`src/rtl/sata_recfg_pkg.sv`:
```
// Shared constants and types for the SATA reconfiguration responder:
// register window addresses, CSR bit positions and the back-end engine states.
package sata_recfg_pkg;

    localparam logic [6:0] ADDR_LCH    = 7'h38;
    localparam logic [6:0] ADDR_CSR    = 7'h3A;
    localparam logic [6:0] ADDR_OFFSET = 7'h3B;
    localparam logic [6:0] ADDR_DATA   = 7'h3C;

    localparam int CSR_WR   = 0;
    localparam int CSR_RD   = 1;
    localparam int CSR_BUSY = 8;
    localparam int CSR_ERR  = 9;

    typedef enum logic [1:0] {
        ENG_IDLE    = 2'd0,
        ENG_WR_REQ  = 2'd1,
        ENG_RD_REQ  = 2'd2,
        ENG_RD_WAIT = 2'd3
    } eng_state_t;

    // Builds the CSR read word from the engine's busy and error flags.
    function automatic logic [31:0] csrReadWord(input logic busy, input logic err);
        logic [31:0] word;
        word           = '0;
        word[CSR_BUSY] = busy;
        word[CSR_ERR]  = err;
        return word;
    endfunction

endpackage

```
`src/rtl/sata_recfg_be_engine.sv`:
```
// Back-end access engine: turns one start command into a single 16-bit
// read or write on the DPRIO-like port, bounded by a timeout counter.
module sata_recfg_be_engine
    import sata_recfg_pkg::*;
#(
    parameter int TIMEOUT = 255
)
(
    input  logic        i_clk,
    input  logic        i_reset,
    input  logic        i_start_wr,
    input  logic        i_start_rd,
    input  logic        i_lch_ok,
    input  logic [15:0] i_offset,
    input  logic [15:0] i_wdata,
    input  logic        i_be_busy,
    input  logic [15:0] i_be_rdat,
    input  logic        i_be_rvalid,
    output logic        o_busy,
    output logic        o_error,
    output logic        o_rd_done,
    output logic [15:0] o_rd_data,
    output logic [15:0] o_be_addr,
    output logic [15:0] o_be_wdat,
    output logic        o_be_wreq,
    output logic        o_be_rreq
);

    localparam logic [7:0] TO_LAST = 8'(TIMEOUT - 1);

    eng_state_t  r_state;
    eng_state_t  w_next;
    logic [7:0]  r_count;
    logic        r_error;
    logic [15:0] r_offset;
    logic [15:0] r_wdata;
    logic        w_start;
    logic        w_timeout_reached;
    logic        w_timeout_fire;

    assign w_start           = (r_state == ENG_IDLE) && (i_start_wr || i_start_rd);
    assign w_timeout_reached = (r_count >= TO_LAST);

    always_ff @(posedge i_clk or posedge i_reset) begin
        if (i_reset) begin
            r_state <= ENG_IDLE;
        end else begin
            r_state <= w_next;
        end
    end

    // A completing handshake always wins over a timeout in the same cycle.
    always_comb begin
        w_next         = r_state;
        w_timeout_fire = 1'b0;
        case (r_state)
            ENG_IDLE: begin
                if (i_lch_ok) begin
                    if (i_start_wr) begin
                        w_next = ENG_WR_REQ;
                    end else if (i_start_rd) begin
                        w_next = ENG_RD_REQ;
                    end
                end
            end
            ENG_WR_REQ: begin
                if (!i_be_busy) begin
                    w_next = ENG_IDLE;
                end else if (w_timeout_reached) begin
                    w_next         = ENG_IDLE;
                    w_timeout_fire = 1'b1;
                end
            end
            ENG_RD_REQ: begin
                if (!i_be_busy) begin
                    w_next = ENG_RD_WAIT;
                end else if (w_timeout_reached) begin
                    w_next         = ENG_IDLE;
                    w_timeout_fire = 1'b1;
                end
            end
            ENG_RD_WAIT: begin
                if (i_be_rvalid) begin
                    w_next = ENG_IDLE;
                end else if (w_timeout_reached) begin
                    w_next         = ENG_IDLE;
                    w_timeout_fire = 1'b1;
                end
            end
            default: begin
                w_next = ENG_IDLE;
            end
        endcase
    end

    always_comb begin
        o_be_wreq = 1'b0;
        o_be_rreq = 1'b0;
        o_busy    = 1'b0;
        o_rd_done = 1'b0;
        case (r_state)
            ENG_WR_REQ: begin
                o_be_wreq = 1'b1;
                o_busy    = 1'b1;
            end
            ENG_RD_REQ: begin
                o_be_rreq = 1'b1;
                o_busy    = 1'b1;
            end
            ENG_RD_WAIT: begin
                o_busy    = 1'b1;
                o_rd_done = i_be_rvalid;
            end
            default: begin
                o_busy = 1'b0;
            end
        endcase
    end

    // A rejected start (wrong channel) only flags the error; the back-end
    // address and data stay where they were.
    always_ff @(posedge i_clk or posedge i_reset) begin
        if (i_reset) begin
            r_count  <= 8'd0;
            r_error  <= 1'b0;
            r_offset <= 16'd0;
            r_wdata  <= 16'd0;
        end else if (w_start) begin
            r_count <= 8'd0;
            r_error <= ~i_lch_ok;
            if (i_lch_ok) begin
                r_offset <= i_offset;
                r_wdata  <= i_wdata;
            end
        end else if (r_state != ENG_IDLE) begin
            r_count <= r_count + 8'd1;
            if (w_timeout_fire) begin
                r_error <= 1'b1;
            end
        end
    end

    assign o_error   = r_error;
    assign o_be_addr = r_offset;
    assign o_be_wdat = r_wdata;
    assign o_rd_data = i_be_rdat;

endmodule

```
`src/rtl/sata_recfg_responder.sv`:
```
// Avalon-MM-style stand-in for the vendor reconfiguration controller:
// register window, registered two-cycle reads and the back-end engine.
module sata_recfg_responder
    import sata_recfg_pkg::*;
#(
    parameter int CHANNEL = 0,
    parameter int TIMEOUT = 255
)
(
    input  logic        clk,
    input  logic        reset,
    input  logic [6:0]  recfg_addr,
    input  logic        recfg_wreq,
    input  logic [31:0] recfg_wdat,
    input  logic        recfg_rreq,
    output logic [31:0] recfg_rdat,
    output logic        recfg_busy,
    output logic [15:0] be_addr,
    output logic        be_wreq,
    output logic        be_rreq,
    output logic [15:0] be_wdat,
    input  logic        be_busy,
    input  logic [15:0] be_rdat,
    input  logic        be_rvalid
);

    logic [9:0]  r_lch;
    logic [15:0] r_offset;
    logic [31:0] r_data;
    logic        r_rd_phase;
    logic [31:0] r_rdat;

    logic        w_eng_busy;
    logic        w_eng_error;
    logic        w_rd_done;
    logic [15:0] w_rd_data;
    logic        w_reg_wr;
    logic        w_csr_wr;
    logic        w_start_wr;
    logic        w_start_rd;
    logic        w_lch_ok;
    logic        w_rd_accept;
    logic [31:0] w_rd_mux;

    // Register writes are locked out while the engine owns OFFSET/DATA.
    assign w_reg_wr    = recfg_wreq && !w_eng_busy;
    assign w_csr_wr    = w_reg_wr && (recfg_addr == ADDR_CSR);
    assign w_start_wr  = w_csr_wr && recfg_wdat[CSR_WR];
    assign w_start_rd  = w_csr_wr && recfg_wdat[CSR_RD] && !recfg_wdat[CSR_WR];
    assign w_lch_ok    = (r_lch == 10'(CHANNEL));
    assign w_rd_accept = recfg_rreq && !r_rd_phase;

    sata_recfg_be_engine #(
        .TIMEOUT (TIMEOUT)
    ) u_engine (
        .i_clk       (clk),
        .i_reset     (reset),
        .i_start_wr  (w_start_wr),
        .i_start_rd  (w_start_rd),
        .i_lch_ok    (w_lch_ok),
        .i_offset    (r_offset),
        .i_wdata     (r_data[15:0]),
        .i_be_busy   (be_busy),
        .i_be_rdat   (be_rdat),
        .i_be_rvalid (be_rvalid),
        .o_busy      (w_eng_busy),
        .o_error     (w_eng_error),
        .o_rd_done   (w_rd_done),
        .o_rd_data   (w_rd_data),
        .o_be_addr   (be_addr),
        .o_be_wdat   (be_wdat),
        .o_be_wreq   (be_wreq),
        .o_be_rreq   (be_rreq)
    );

    // DATA completion only happens while busy, so it never races a host write.
    always_ff @(posedge clk or posedge reset) begin
        if (reset) begin
            r_lch    <= 10'd0;
            r_offset <= 16'd0;
            r_data   <= 32'd0;
        end else begin
            if (w_reg_wr) begin
                case (recfg_addr)
                    ADDR_LCH:    r_lch    <= recfg_wdat[9:0];
                    ADDR_OFFSET: r_offset <= recfg_wdat[15:0];
                    ADDR_DATA:   r_data   <= recfg_wdat;
                    default:     r_lch    <= r_lch;
                endcase
            end
            if (w_rd_done) begin
                r_data <= {16'h0000, w_rd_data};
            end
        end
    end

    always_comb begin
        w_rd_mux = 32'd0;
        case (recfg_addr)
            ADDR_LCH:    w_rd_mux = {22'd0, r_lch};
            ADDR_CSR:    w_rd_mux = csrReadWord(w_eng_busy, w_eng_error);
            ADDR_OFFSET: w_rd_mux = {16'd0, r_offset};
            ADDR_DATA:   w_rd_mux = r_data;
            default:     w_rd_mux = 32'd0;
        endcase
    end

    // First read cycle captures the mux; the second presents it with busy low.
    always_ff @(posedge clk or posedge reset) begin
        if (reset) begin
            r_rd_phase <= 1'b0;
            r_rdat     <= 32'd0;
        end else begin
            r_rd_phase <= w_rd_accept;
            if (w_rd_accept) begin
                r_rdat <= w_rd_mux;
            end
        end
    end

    assign recfg_rdat = r_rdat;
    assign recfg_busy = w_rd_accept;

endmodule

```
`config.mk`:
```
export PLATFORM = sky130hd
export DESIGN_NAME = sata_recfg_responder
export DESIGN_NICKNAME = d
export VERILOG_FILES = /design/src/rtl/sata_recfg_pkg.sv /design/src/rtl/sata_recfg_be_engine.sv /design/src/rtl/sata_recfg_responder.sv
export SDC_FILE = /design/constraint.sdc
export NUM_CORES = 1
export LEC_CHECK = 0
export CAP_MARGIN = 20
export CORE_MARGIN = 10
export CORE_UTILIZATION = 46
export DETAILED_ROUTE_END_ITERATION = 16
export PLACE_DENSITY = 0.77
export SYNTH_ARGS = -nofsm -noshare
export SYNTH_HDL_FRONTEND = slang
export SYNTH_SLANG_ARGS = --single-unit
```
`constraint.sdc`:
```
create_clock -name clk -period 4.5 [get_ports clk]
set_input_delay 1.125 -clock clk [delete_from_list [all_inputs] [get_ports clk]]
set_output_delay 1.125 -clock clk [all_outputs]
set_load 0.005 [all_outputs]
```
==> results.json <==
{
  "ys_warn_count": 0,
  "cts_hold_buffers": 0,
  "core_sq_um": 12570,
  "drive_gt1_share_pct": 18.75,
  "die_h_um": 133.0,
  "postCtsSetupBuffers": 0,
  "antenna_found_initial": 0,
  "r2r_start": "u_engine.r_state[1]$_DFFE_PP0P_",
  "p_per_area_nw_per_um2": 437.5,
  "grt_pass1_wl_um": 24320,
  "synth-edff-count": 0,
  "hold_slack_ps": 480.1,
  "via_count": 4146,
  "synth_top_flop_cell": "dfrtp_1",
  "io_pins": 128,
  "cts_tree": "built",
  "hold_viol_final": 0,
  "finalCritPeriodShare_pct": 75.66,
  "synth.avg_cell_area_sq_um": 13.05,
  "fin_skew_ps": 9.096,
  "end_kind": "primary output",
  "rsz0062_at_grt": "no",
  "ctsResizeCount": 0,
  "drc": 0,
  "cp_top_family": "buffers and inverters",
  "avgRoutedWirePerCell_um": 20.13,
  "mostFrequentLayoutCells": "134 x dfrtp_1, 127 x clkdlybuf4s50_1, 42 x nand2_1",
  "cp-start-kind": "input port",
  "nNetsFinal": 647,
  "syn_area_sq_um": 5874,
  "path_class": "in -> out",
  "cts_buffers": 17,
  "status": "finished clean",
  "drt_iter0_markers": 259,
  "max_freq_mhz": 293.7,
  "ir_drop_v": 0.0002792,
  "cp.arrival_ps": 2280,
  "worstPathRequired_ps": 3380,
  "syn_to_final_growth_pct": 35.93,
  "final_common_cell": "dfrtp_1",
  "ys_ff_latch": 134,
  "clkLatencyLatePin_ps": 410,
  "worstSetupStartpoint": "recfg_rreq",
  "htreeDepth": 4,
  "grt_max_degree": 50,
  "clock_path_buffers": 2,
  "fp.dieW_um": 133.0,
  "hold_path_class": "reg -> reg",
  "vias_per_cell": 5.427,
  "start_util_pct": 46.74,
  "grt_usage_pct": 17.48,
  "cpMaxStageDelayCell": "clkdlybuf4s50_1",
  "worst_pin_slew_ps": 940.7,
  "synth.distinct_cells": 51,
  "num_rows": 41,
  "ant_nets": 0,
  "max_slew_margin_pct": 37.09,
  "crit_end": "recfg_busy",
  "reg2reg_depth": 5,
  "routabilityCongestion": 0.8016,
  "syn-num-nets": 518,
  "synthCells": 450,
  "worstReg2RegEnd": "r_offset[15]$_DFFE_PP0P_",
  "path_depth": 4,
  "cp_common_cell": "clkdlybuf4s50_1",
  "path_clk_slew_ps": 50,
  "port-buffer-count": 127,
  "slew_violations": 0,
  "wl_um": 15380,
  "cpPeakStageDelay_ps": 520,
  "rrSetupSlack_ps": 1880,
  "tns_ps": 0,
  "path_max_fanout": 4,
  "gr-total-overflow": 0,
  "layout_min_cycle_time_ps": 3405,
  "drt-pass1-iter-count": 4,
  "synth-async-reset-ratio_pct": 100.0,
  "clkSinkCount": 134,
  "leakagePower_uw": 0.003655,
  "cp_num_buf_inv": 3,
  "crit_chain": "clkdlybuf4s50_1 > nand2b_1 > inv_1 > clkdlybuf4s50_1",
  "cts_root_buffer": "clkbuf_16",
  "setup_violations": 0,
  "dieArea_sq_um": 17690,
  "place_hpwl_um": 11140,
  "synth-seq-area-share_pct": 57.08,
  "cap_violations": 0,
  "grt_pass1_vias": 4374,
  "diodes": 0
}
[cells by family after synthesis]
family                   after synthesis  share of synthesized area, %
AO/OA/AOI/OAI                        104                         13.06
XOR/XNOR                               1                        0.1491
adder cells (fa/ha/maj)                7                         1.491
buffers and inverters                 33                         2.534
flip-flops                           134                         57.08
multiplexers                          84                         17.49
AND/OR/NAND/NOR                       87                         8.200
[power by group]
part	total (uW)	internal [uW]	switching [uW]
sequential	1510	1360	144
clock	1400	913	486
combinational	588	290	298
total	3490	2570	927
[registers in the layout (all words and copies together) (netlist names)]
register            cells
u_engine.r_count        8
r_offset               16
u_engine.o_be_addr     16
u_engine.r_state        2
u_engine.o_error        1
r_rd_phase              1
r_lch                  10
recfg_rdat             32
r_data                 32
u_engine.o_be_wdat     16
[per-stage QoR]
step                      std cells  utilization, %  power [uW]  cell area, sq um  setup slack [ps]
after global routing            764           63.53        3668              7985              1040
after detailed placement        731           58.58        2104              7362             722.6
after floorplan                 450               -        1872              5878              1710
final                           764           63.53        3493              7985              1095
after CTS                       763           63.37        3513              7965              1082
after global placement          731           58.58        2069              7362             777.6
[worst min path at each step]
stage / from / endpoint / cells after the start
floorplan: u_engine.r_count[7]$_DFFE_PP0P_ / u_engine.r_count[7]$_DFFE_PP0P_ / 1
global placement: recfg_rdat[9]$_DFFE_PP0P_ / recfg_rdat[9]$_DFFE_PP0P_ / 2
detailed placement: recfg_rdat[0]$_DFFE_PP0P_ / recfg_rdat[0]$_DFFE_PP0P_ / 2
CTS: recfg_rdat[0]$_DFFE_PP0P_ / recfg_rdat[0]$_DFFE_PP0P_ / 2
global route: recfg_rdat[3]$_DFFE_PP0P_ / recfg_rdat[3]$_DFFE_PP0P_ / 2
finish: recfg_rdat[13]$_DFFE_PP0P_ / recfg_rdat[13]$_DFFE_PP0P_ / 2
[tightest hold or removal path, stage by stage (launching register included)]
cell     delay (ps)
dfrtp_1         340
nand2_1          50
o21ai_0          60
[cell type report]
cell class,count,area [sq um]
Fill cell,933,4583
Multi-Input combinational cell,283,2391
Inverter,6,26.28
Timing Repair Buffer,137,1396
Tap cell,172,215.2
Clock buffer,24,481.7
Clock inverter,8,121.4
Sequential cell,134,3353
[layer usage]
| metal | vias to the layer above | GRT usage [%] | part of all wire (%) |
|---|---|---|---|
| met5 | - | 0 | 0 |
| met4 | 0 | 6.479 | 1.9 |
| met3 | 24 | 5.640 | 6.1 |
| met2 | 124 | 29.00 | 50 |
| met1 | 2078 | 20.71 | 41 |
| li1 | 1920 | - | - |
[cell usage after synthesis, drive strengths merged (3+ instances only)]
library cell	n	area, sq um
a22o	32	280.3
a22oi	10	75.07
a2bb2oi	7	61.31
and2	3	18.77
and3	3	18.77
and3b	3	26.28
buf	9	58.80
clkbuf	18	67.56
dfrtp	134	3353
ha	7	87.58
inv	6	22.52
mux2	62	807.0
mux2i	22	220.2
nand2	42	157.7
nand2b	4	25.02
nand3	9	45.04
nand4	4	25.02
nor3b	4	40.03
o21ai	36	180.2
(Power assumes the default switching activity.)
